`src/rtl/pulse_pkg.sv`:
```
// Shared types for the pulse train analyzer and its generator-side code.
// Holds the FSM state encoding and the default counter width.
package pulse_pkg;

  localparam int CNT_W_DEF = 8;

  typedef enum logic [1:0] {
    IDLE,
    ARM,
    HIGH,
    LOW
  } state_t;

endpackage

```
`src/rtl/pulse_edge_sync.sv`:
```
// Synchronizer chain plus registered edge detector for an async input.
// rise/fall/level are aligned; rise appears SYNC_STAGES+1 cycles after pulse_in.
module pulse_edge_sync #(
  parameter int SYNC_STAGES = 2
) (
  input  logic clk,
  input  logic reset,
  input  logic pulse_in,
  output logic rise,
  output logic fall,
  output logic level
);

  logic [SYNC_STAGES-1:0] sync_q;
  logic                   prev_q;

  always_ff @(posedge clk or negedge reset) begin
    if (!reset) begin
      sync_q <= '0;
      prev_q <= 1'b0;
      rise   <= 1'b0;
      fall   <= 1'b0;
    end else begin
      sync_q <= {sync_q[SYNC_STAGES-2:0], pulse_in};
      prev_q <= sync_q[SYNC_STAGES-1];
      rise   <= sync_q[SYNC_STAGES-1] & ~prev_q;
      fall   <= ~sync_q[SYNC_STAGES-1] & prev_q;
    end
  end

  assign level = prev_q;

endmodule

```
`src/rtl/pulse_train_analyzer.sv`:
```
// Measures period and high time of an async pulse train, with timeout.
// Optional PULSE_ANALYZER_MATCH_EN adds a compare against expected values.
module pulse_train_analyzer
  import pulse_pkg::*;
#(
  parameter int CNT_W       = CNT_W_DEF,
  parameter int SYNC_STAGES = 2
) (
  input  logic             clk,
  input  logic             reset,
  input  logic             enable,
  input  logic             pulse_in,
  output logic [CNT_W-1:0] measured_interval,
  output logic [CNT_W-1:0] measured_width,
  output logic             meas_valid,
  output logic             overflow,
  output logic             timeout
`ifdef PULSE_ANALYZER_MATCH_EN
  ,
  input  logic [CNT_W-1:0] expected_interval,
  input  logic [CNT_W-1:0] expected_width,
  output logic             mismatch
`endif
);

  localparam logic [CNT_W-1:0] ONE = CNT_W'(1);

  state_t           state;
  logic [CNT_W-1:0] cnt_i;
  logic [CNT_W-1:0] cnt_e;
  logic [CNT_W-1:0] cnt_w;
  logic [CNT_W-1:0] width_q;
  logic             w_sat;
  logic             rise;
  logic             fall;
  logic             level;
  logic             publish;
  logic             gap_hit;

  pulse_edge_sync #(
    .SYNC_STAGES(SYNC_STAGES)
  ) u_sync (
    .clk     (clk),
    .reset   (reset),
    .pulse_in(pulse_in),
    .rise    (rise),
    .fall    (fall),
    .level   (level)
  );

  function automatic logic [CNT_W-1:0] sat_inc(
    input logic [CNT_W-1:0] v
  );
    return (&v) ? v : v + ONE;
  endfunction

  assign publish = enable && (state == LOW) && rise;
  // cnt_e counts cycles since the last edge of either polarity
  assign gap_hit = &cnt_e;

  always_ff @(posedge clk or negedge reset) begin
    if (!reset) begin
      state             <= IDLE;
      cnt_i             <= '0;
      cnt_e             <= '0;
      cnt_w             <= '0;
      width_q           <= '0;
      w_sat             <= 1'b0;
      measured_interval <= '0;
      measured_width    <= '0;
      meas_valid        <= 1'b0;
      overflow          <= 1'b0;
      timeout           <= 1'b0;
    end else begin
      meas_valid <= publish;
      if (!enable) begin
        state   <= IDLE;
        cnt_i   <= '0;
        cnt_e   <= '0;
        cnt_w   <= '0;
        timeout <= 1'b0;
      end else begin
        unique case (state)
          IDLE: state <= ARM;
          ARM: begin
            if (rise) begin
              state <= HIGH;
              cnt_i <= ONE;
              cnt_e <= ONE;
              cnt_w <= ONE;
            end
          end
          HIGH: begin
            if (fall) begin
              state   <= LOW;
              width_q <= cnt_w;
              w_sat   <= &cnt_w;
              cnt_i   <= sat_inc(cnt_i);
              cnt_e   <= ONE;
            end else if (gap_hit) begin
              state   <= ARM;
              timeout <= 1'b1;
              cnt_i   <= '0;
              cnt_e   <= '0;
              cnt_w   <= '0;
            end else begin
              cnt_i <= sat_inc(cnt_i);
              cnt_e <= sat_inc(cnt_e);
              if (level) cnt_w <= sat_inc(cnt_w);
            end
          end
          LOW: begin
            if (rise) begin
              state             <= HIGH;
              measured_interval <= cnt_i;
              measured_width    <= width_q;
              overflow          <= (&cnt_i) | w_sat;
              cnt_i             <= ONE;
              cnt_e             <= ONE;
              cnt_w             <= ONE;
            end else if (gap_hit) begin
              state   <= ARM;
              timeout <= 1'b1;
              cnt_i   <= '0;
              cnt_e   <= '0;
              cnt_w   <= '0;
            end else begin
              cnt_i <= sat_inc(cnt_i);
              cnt_e <= sat_inc(cnt_e);
            end
          end
          default: state <= IDLE;
        endcase
      end
    end
  end

`ifdef PULSE_ANALYZER_MATCH_EN
  logic miss;

  assign miss = (cnt_i != expected_interval) |
                (width_q != expected_width);

  always_ff @(posedge clk or negedge reset) begin
    if (!reset) mismatch <= 1'b0;
    else if (publish) mismatch <= miss;
  end
`else
  // default build carries no reference compare
`endif

endmodule

```
`config.mk`:
```
export PLATFORM = sky130hd
export DESIGN_NAME = pulse_train_analyzer
export DESIGN_NICKNAME = d
export VERILOG_FILES = /design/src/rtl/pulse_pkg.sv /design/src/rtl/pulse_edge_sync.sv /design/src/rtl/pulse_train_analyzer.sv
export SDC_FILE = /design/constraint.sdc
export NUM_CORES = 1
export LEC_CHECK = 0
export CELL_PAD_IN_SITES_DETAIL_PLACEMENT = 0
export CELL_PAD_IN_SITES_GLOBAL_PLACEMENT = 1
export CORE_MARGIN = 4
export CORE_UTILIZATION = 45
export CTS_CLUSTER_DIAMETER = 100
export DETAILED_ROUTE_END_ITERATION = 7
export DONT_BUFFER_PORTS = 1
export HOLD_SLACK_MARGIN = 0.05
export PLACE_DENSITY = 0.81
export REMOVE_ABC_BUFFERS = 1
export SLEW_MARGIN = 20
export SYNTH_ARGS = -nofsm -noshare
export SYNTH_HDL_FRONTEND = slang
export SYNTH_SLANG_ARGS = --single-unit
```
`constraint.sdc`:
```
create_clock -name clk -period 1.7 [get_ports clk]
set_input_delay 0.17 -clock clk [delete_from_list [all_inputs] [get_ports clk]]
set_output_delay 0.17 -clock clk [all_outputs]
set_load 0.02 [all_outputs]
```
Word level (Yosys, flattened, before mapping)

Index checks and enable logic that the tools add are counted.

Bits in registers: 59
Latch bits: 0
Memory bits (writable): 0
Bits in read-only memories: 0
Output and inout bits: 19
Logic and storage cells: 76
Memories: 0

Add/subtract/negate cells: 3
$mul: 0
Div/mod/pow operators: 0
Order comparisons: 0
Equality and inequality tests: 11
Shifts and indexed selects: 0
Multiplexer cells: 31
Bitwise logic cells: 5
Reductions and logical operators: 11

Operators by type and width:

| operator            | number |
|---|---|
| $mux 8              | 17 |
| $pmux 8 s3          | 3 |
| $add 8x1->8 const B | 3 |
| $reduce_and 8->1    | 3 |
| $mux 2              | 5 |
| $reduce_and 3->1    | 3 |
| $ne 4x3->1 const B  | 2 |
| $pmux 2 s4          | 1 |
| $ne 3x3->1 const B  | 2 |
| $reduce_and 6->1    | 1 |
| $eq 2x2->1 const B  | 2 |
| $mux 1              | 4 |
| $ne 4x1->1 const B  | 1 |
| $ne 4x4->1 const B  | 1 |
| $ne 3x1->1 const B  | 1 |
| $ne 3x2->1 const B  | 1 |
| $and 1x1->1         | 2 |
| $eq 2x1->1 const B  | 1 |
| $logic_and 1x1->1   | 2 |
| $logic_not 2->1     | 1 |
| $not 1->1           | 2 |
| $pmux 1 s2          | 1 |
| $reduce_and 2->1    | 1 |
| $or 1x1->1          | 1 |

Longest topological paths before layout

Gate-level depths: netlist of run 1.

Depth after elaboration: 7
Depth in mapped cells: 8

Modules after synthesis

Synthesis of run 1 repeated with hierarchy kept, for this count alone.

Cells, all modules: 284
Area total of the unflattened synthesis: 3116.7 um^2

Modules (own cells, without submodules):

| module               | instances | cells each | area an instance (um^2) |
|---|---|---|---|
| pulse_train_analyzer | 1         | 277        | 2976.6 |
| pulse_edge_sync      | 1         | 7          | 140.1 |

Worst setup path before layout of run 1

No wires, ideal clock.

Path type: register to register
Start: register state[0]
End: register cnt_e[3]
Arrival time: 1644 ps
Required time: 1572 ps
Path slack: -73 ps
Cell stages (with the launch flop): 9
Period minus slack after synthesis: 1773 ps
Cells stage by stage: dfrtp_1 ha_1 buf_4 nor2_1 o21a_1 buf_2 nor2_1 xnor2_1 nor2_1

Longest elaborated chain between the ends: 3
Elaborated cells between the ends (all ways): 8

RTL lines:

| what                                       | line                        | source |
|---|---|---|
| from (decl)                                | pulse_train_analyzer.sv:28  | `state_t state;` |
| from (signal assigned)                     | pulse_train_analyzer.sv:63  | `state <= IDLE;` |
| from (signal assigned)                     | pulse_train_analyzer.sv:77  | `state <= IDLE;` |
| from (signal assigned)                     | pulse_train_analyzer.sv:84  | `IDLE: state <= ARM;` |
| $eq 2x2->1 or $eq 2x1->1 (tied branches)   | pulse_train_analyzer.sv:83  | `unique case (state)` |
| $pmux 8 s3, or another cell as far along   | pulse_train_analyzer.sv:83  |  |
| $mux 8 or $reduce_and 2->1 (tied branches) | --                          |  |
| to (signal assigned)                       | pulse_train_analyzer.sv:108 | `cnt_e <= sat_inc(cnt_e);` |
| to (signal assigned)                       | pulse_train_analyzer.sv:129 | `cnt_e <= sat_inc(cnt_e);` |
| to (decl)                                  | pulse_train_analyzer.sv:30  | `logic [CNT_W-1:0] cnt_e;` |

Parallel ways exist; a longest one is shown, timed or not.
A chain may end at the register's enable or synchronous reset.

Worst setup path after layout of run 1

Start: register state[0]
End: register cnt_i[5]

Longest elaborated chain between the ends: 3
Elaborated cells between the ends (all ways): 8

RTL lines:

| what                                       | line                        | source |
|---|---|---|
| $eq 2x2->1 or $eq 2x1->1 (tied branches)   | pulse_train_analyzer.sv:83  |  |
| $pmux 8 s3, or another cell as far along   | pulse_train_analyzer.sv:83  |  |
| $mux 8 or $reduce_and 2->1 (tied branches) | --                          |  |
| to (signal assigned)                       | pulse_train_analyzer.sv:98  | `cnt_i <= sat_inc(cnt_i);` |
| to (signal assigned)                       | pulse_train_analyzer.sv:107 | `cnt_i <= sat_inc(cnt_i);` |
| to (signal assigned)                       | pulse_train_analyzer.sv:128 | `cnt_i <= sat_inc(cnt_i);` |
| to (decl)                                  | pulse_train_analyzer.sv:29  | `logic [CNT_W-1:0] cnt_i;` |

Parallel ways exist; a longest one is shown, timed or not.

==> results of run 1 <==
[cells by family after synthesis]
logic type               after synthesis  share of synthesized area, %
XOR/XNOR                               4                          1.21
flip-flops                            59                          51.0
adder cells (fa/ha/maj)                7                          3.03
AO/OA/AOI/OAI                         73                          17.4
buffers and inverters                 14                          2.29
multiplexers                          24                          9.34
AND/OR/NAND/NOR                       83                          15.7
[synthesized netlist by cell type (2+ instances only)]
cell type,n
a211oi_1,2
nand2_1,22
buf_4,2
a41oi_1,4
mux2_2,24
xnor2_1,4
o21a_1,2
o21ai_1,5
and3_1,2
nor3_1,7
or2_2,2
o21ai_0,21
a21oi_1,12
dfrtp_1,59
inv_1,5
o31ai_1,4
nand2b_1,4
clkbuf_1,2
ha_1,7
buf_2,5
nor2b_1,4
nand4_1,7
nor2_1,17
o22a_1,2
nand3_1,7
a31oi_1,5
a21o_1,2
or3_1,2
o22ai_1,2
[power by group through the flow]
stage               sequential (mW)  combinational [mW]  clock (mW)
floorplan                      1.62               0.748           0
global placement               1.60                1.42           0
detailed placement             1.60                1.43           0
CTS                            1.59                1.65        1.31
global route                   1.62                2.08        1.38
finish                         1.61                1.94        1.28
[area by class of cell]
cell class | count | area, µm² | share of cell area (%)
Multi-Input combinational cell | 191 | 1590 | 40.3
Sequential cell | 59 | 1480 | 37.5
Timing Repair Buffer | 67 | 567 | 14.4
Clock buffer | 13 | 159 | 4.04
Tap cell | 75 | 93.8 | 2.38
Clock inverter | 2 | 35.0 | 0.890
Inverter | 5 | 18.8 | 0.477
[what timing repair did]
| action | 4_1_cts | 5_1_grt |
|---|---|---|
| pin swaps | 9 | 12 |
| setup endpoints to repair | 21 | 23 |
| setup buffers | 2 | 8 |
| hold buffers | 4 | 0 |
| resized for setup | 24 | 34 |
| gates cloned | 0 | 1 |
| hold endpoints to repair | 64 | 0 |
[flip-flops by register name, summed over array words and instances (netlist names)]
| name | cells |
|---|---|
| overflow | 1 |
| width_q | 8 |
| u_sync.level | 1 |
| state | 2 |
| cnt_w | 8 |
| measured_width | 8 |
| meas_valid | 1 |
| measured_interval | 8 |
| u_sync.sync_q | 2 |
| cnt_e | 8 |
| u_sync.fall | 1 |
| u_sync.rise | 1 |
| cnt_i | 8 |
| timeout | 1 |
| w_sat | 1 |
[worst max-delay path, cell delays in order (launching register included)]
cell and delay, ns:
dfrtp_2 0.46, inv_2 0.09, buf_4 0.12, ha_4 0.21, o31a_4 0.19, o211ai_4 0.08, or4_1 0.47, o211ai_1 0.09
[how the worst max path moves through the flow]
stage,from,end,slack (ns),cells after the start
floorplan,cnt_w[0],cnt_w[3],-0.20,6
global placement,state[0],cnt_w[3],-0.08,6
detailed placement,state[1],cnt_i[5],-0.13,8
CTS,state[0],cnt_i[5],-0.1,8
global route,state[1],cnt_i[5],-0.17,8
finish,state[0],cnt_i[5],-0.10,7
[layer usage]
metal  track usage, %  share of wire, %
met5                0                 0
met4             7.55               2.0
met3             6.49               5.3
met2             28.5                48
met1             24.0                45
==> flow_metrics.tcl, run 1 <==
set metrics [dict create \
    status "finished with violations" \
    violations "negative setup slack" \
    grt_pass1_vias 2290 \
    crit_type "register to register" \
    min_to "timeout" \
    yosysWarnings 0 \
    ys_seq_elements 59 \
    layout_common_cells "58 x dfrtp_1, 54 x buf_4, 24 x mux2_2, 21 x nand2_1, 15 x nor2_1" \
    cts_root_buffer "clkbuf_8" \
    diodes 0 \
    antenna_found_initial 0 \
    comb_power_share_pct 40.2 \
    crit-reg2reg-launch "state[0]" \
    synth.top_cell.area_share_pct 51.0 \
    die_y_um 88.2 \
    mappedNetlistArea_um2 2890 \
    min_from "enable" \
    dp_hpwl_um 4270 \
    worst_pin_slew_ns 0.426 \
    pre_cts_slack_ns -0.129 \
    num_rows 28 \
    initial_core_util_pct 47.7 \
    intPower_mw 3.22 \
    synth_top_flop_cell "dfrtp_1" \
    holdWs_ns 0.0916 \
    r2r_cells 7 \
    fin_tns_setup_ns -0.525 \
    min_path_type "input pin to register" \
    placed_cells 382 \
    io_buffer_count 0 \
    routedWlPerCell_um 17.3 \
    avgSynthCellArea_um2 11.0 \
    setup_violations 11 \
    grt_max_degree 60 \
    worstPathMaxFanout 8 \
    syn_inst 264 \
    cts_max_path_buffers 2 \
    power.ir.vdd_worst_uv 627 \
    clkLatencyLatePin_ns 0.34 \
    p_seq_share_pct 33.3 \
    grt_overflow 0 \
    ant_nets 0 \
    drt_pass1_iterations 4 \
    clock_sinks 59 \
    core_um2 6060 \
    drc 0 \
    power.density_nw_per_um2 1230 \
    setup_slack_ns -0.103 \
    async_flop_share_pct 100 \
    dieArea_um2 7770 \
    grt_usage_pct 18.6 \
    grt_pass1_wl_um 10900 \
    fin_crit_ns 1.80 \
    total_power_mw 4.83 \
    rsz0062_at_grt "true" \
    viasPerCell 5.68 \
    worstPathRequired_ns 1.96 \
    r2r_end "cnt_i[5]" \
    ios 23 \
    clkTransAtPathRegs_ns 0.06 \
    pwr-share-clk_pct 26.5 \
    final_common_cell "dfrtp_1" \
    postPlaceCellArea_um2 3340 \
    gp_congestion 0.851 \
    drt_iter0_drc 197 \
    cap_violations 0 \
    skew_ns 0.00963 \
    period_share_pct 106 \
    tritoncts "built" \
    p_sw_share_pct 33.3 \
    critPathLaunchType "register" \
    hold_depth 2 \
    nets 344 \
    cp.arrival_ns 2.06 \
    rrSetupSlack_ns -0.10 \
    fill_cells 450 \
    synth_top_area_cell "dfrtp_1" \
    drive_gt1_share_pct 42.7 \
    slew_violations 0 \
    hold_violations 0 \
    final-instance-count-excl-fill 412 \
    totalWireLength_um 7120 \
    relSlewSlack_pct 71.5 \
    vias 2341 \
    fmax_mhz 555 \
    switchingPower_mw 1.61 \
    final_cell_area_um2 3940 \
    synth-seq-area-share_pct 51.0 \
    synth_edf_count 0 \
    area_delta_synth_final_pct 36.1 \
    synth_cell_types 50 \
    htree_levels 3 \
    fin_util_pct 64.9 \
    end_kind "register" \
    cts_buffers 9 \
    synth_area_leaders "dfrtp_1 51%, mux2_2 9.3%, o21ai_0 3.6%" \
    die_w_um 88.2 \
    power.leakage_nw 1.83 \
]
(Power assumes the default switching activity.)
==> run 2, diff against run 1 <==
- CORE_UTILIZATION: 45 -> 54
- PLACE_DENSITY: 0.81 -> not set
- PLACE_DENSITY_LB_ADDON: not set -> 0.1
- clock period: 1.7 -> 2.2 ns (I/O delays scaled with it)
==> flow_metrics.tcl, run 2 (synthesis gave the netlist of run 1 again) <==
set metrics [dict create \
    placed_cells 331 \
    ant_nets 0 \
    fin_tns_setup_ns 0 \
    grt_max_degree 60 \
    fin_util_pct 62.6 \
    gp_congestion 0.837 \
    worstPathMaxFanout 10 \
    cp.arrival_ns 2.23 \
    totalWireLength_um 5880 \
    grt_pass1_wl_um 10300 \
    htree_levels 3 \
    min_path_type "input pin to register" \
    power.density_nw_per_um2 919 \
    die_w_um 81.2 \
    cts_root_buffer "clkbuf_8" \
    worst_pin_slew_ns 0.602 \
    worstPathRequired_ns 2.44 \
    period_share_pct 90.6 \
    drc 0 \
    cts_max_path_buffers 2 \
    tritoncts "built" \
    area_delta_synth_final_pct 11.2 \
    min_to "cnt_i[1]" \
    hold_violations 0 \
    diodes 0 \
    status "completed" \
    num_rows 26 \
    power.ir.vdd_worst_uv 522 \
    routedWlPerCell_um 16.7 \
    cap_violations 0 \
    critPathLaunchType "register" \
    drt_pass1_iterations 4 \
    crit-reg2reg-launch "state[1]" \
    min_from "enable" \
    grt_usage_pct 20.8 \
    vias 2101 \
    core_um2 5140 \
    clkLatencyLatePin_ns 0.34 \
    total_power_mw 2.96 \
    fill_cells 449 \
    fin_crit_ns 1.99 \
    final-instance-count-excl-fill 351 \
    clock_sinks 59 \
    end_kind "register" \
    power.leakage_nw 1.47 \
    crit_type "register to register" \
    hold_depth 2 \
    r2r_end "cnt_w[5]" \
    initial_core_util_pct 56.3 \
    layout_common_cells "59 x dfrtp_1, 24 x mux2_2, 22 x nand2_1, 21 x o21ai_0, 17 x nor2_1" \
    final_common_cell "dfrtp_1" \
    rrSetupSlack_ns 0.21 \
    io_buffer_count 0 \
    relSlewSlack_pct 59.8 \
    grt_overflow 0 \
    viasPerCell 5.99 \
    skew_ns 0.0105 \
    rsz0062_at_grt "false" \
    grt_pass1_vias 2103 \
    cts_buffers 9 \
    antenna_found_initial 0 \
    drt_iter0_drc 151 \
    dp_hpwl_um 3930 \
    setup_violations 0 \
    dieArea_um2 6590 \
    nets 287 \
    ios 23 \
    r2r_cells 6 \
    drive_gt1_share_pct 22.4 \
    clkTransAtPathRegs_ns 0.08 \
    fmax_mhz 501 \
    holdWs_ns 0.106 \
    slew_violations 0 \
    die_y_um 81.2 \
]
run 2: changes by cell type in the layout (fill, tap and decap cells not counted), moves of 3 or more:
cell     before  now
o21ai_0      14   21
o31ai_2       3    0
o21ai_1      11    5
o31ai_1       1    4
ha_4          5    0
buf_6         7    0
buf_4        54    6
ha_1          2    6
run 2: how the worst max path moves through the flow:
| stage | startpoint | endpoint | slack [ns] | depth (start not counted) |
|---|---|---|---|---|
| after floorplan | cnt_w[0] | cnt_w[3] | 0.30 | 6 |
| after global placement | state[0] | cnt_w[5] | 0.21 | 5 |
| after detailed placement | state[0] | cnt_w[3] | 0.15 | 5 |
| after CTS | state[0] | cnt_w[5] | 0.10 | 5 |
| after global routing | state[0] | cnt_w[7] | 0.04 | 7 |
| final | state[1] | cnt_w[5] | 0.21 | 6 |
run 2: area by class of cell:
| type | count | area, µm² | area share [%] |
|---|---|---|---|
| inverters | 5 | 18.8 | 0.583 |
| repair buffers | 10 | 103 | 3.19 |
| multi-input cells | 191 | 1350 | 42.1 |
| clock inverters | 6 | 50.0 | 1.56 |
| flip-flops and latches | 59 | 1480 | 45.9 |
| well taps | 70 | 87.6 | 2.72 |
| clock buffers | 10 | 128 | 3.97 |
run 2: worst max-delay path: stages (launching register included):
cell     delay (ns)
dfrtp_1        0.40
inv_1          0.09
ha_1           0.20
nor2b_1        0.20
o21a_2         0.31
or3_4          0.43
o31ai_1        0.26
run 2: repair_timing:
item / CTS / global route
setup endpoints to repair: 0 / 1
gates resized for setup: 0 / 2
hold buffers: 4 / 0
setup buffers: 0 / 0
hold endpoints to repair: 64 / 0
run 2: power breakdown:
| group | leakage (nW) | internal (mW) | switching [mW] |
|---|---|---|---|
| Clock | 0.0835 | 0.420 | 0.477 |
| Sequential | 0.809 | 1.16 | 0.0838 |
| Combinational | 0.574 | 0.301 | 0.519 |
| Total | 1.47 | 1.88 | 1.08 |
run 2: per-stage QoR:
step,worst slack (ns),instance area (µm²)
after floorplan,0.302,2850
after global placement,0.211,2980
after detailed placement,0.148,2980
after CTS,0.104,3210
after global routing,0.0421,3220
final,0.206,3220
run 2: metal layers:
metal,routed length [µm],track usage (%),share of wire (%)
met5,0,0,0
met4,106,9.97,1.8
met3,226,4.32,3.8
met2,2810,33.4,48
met1,2740,26.9,47
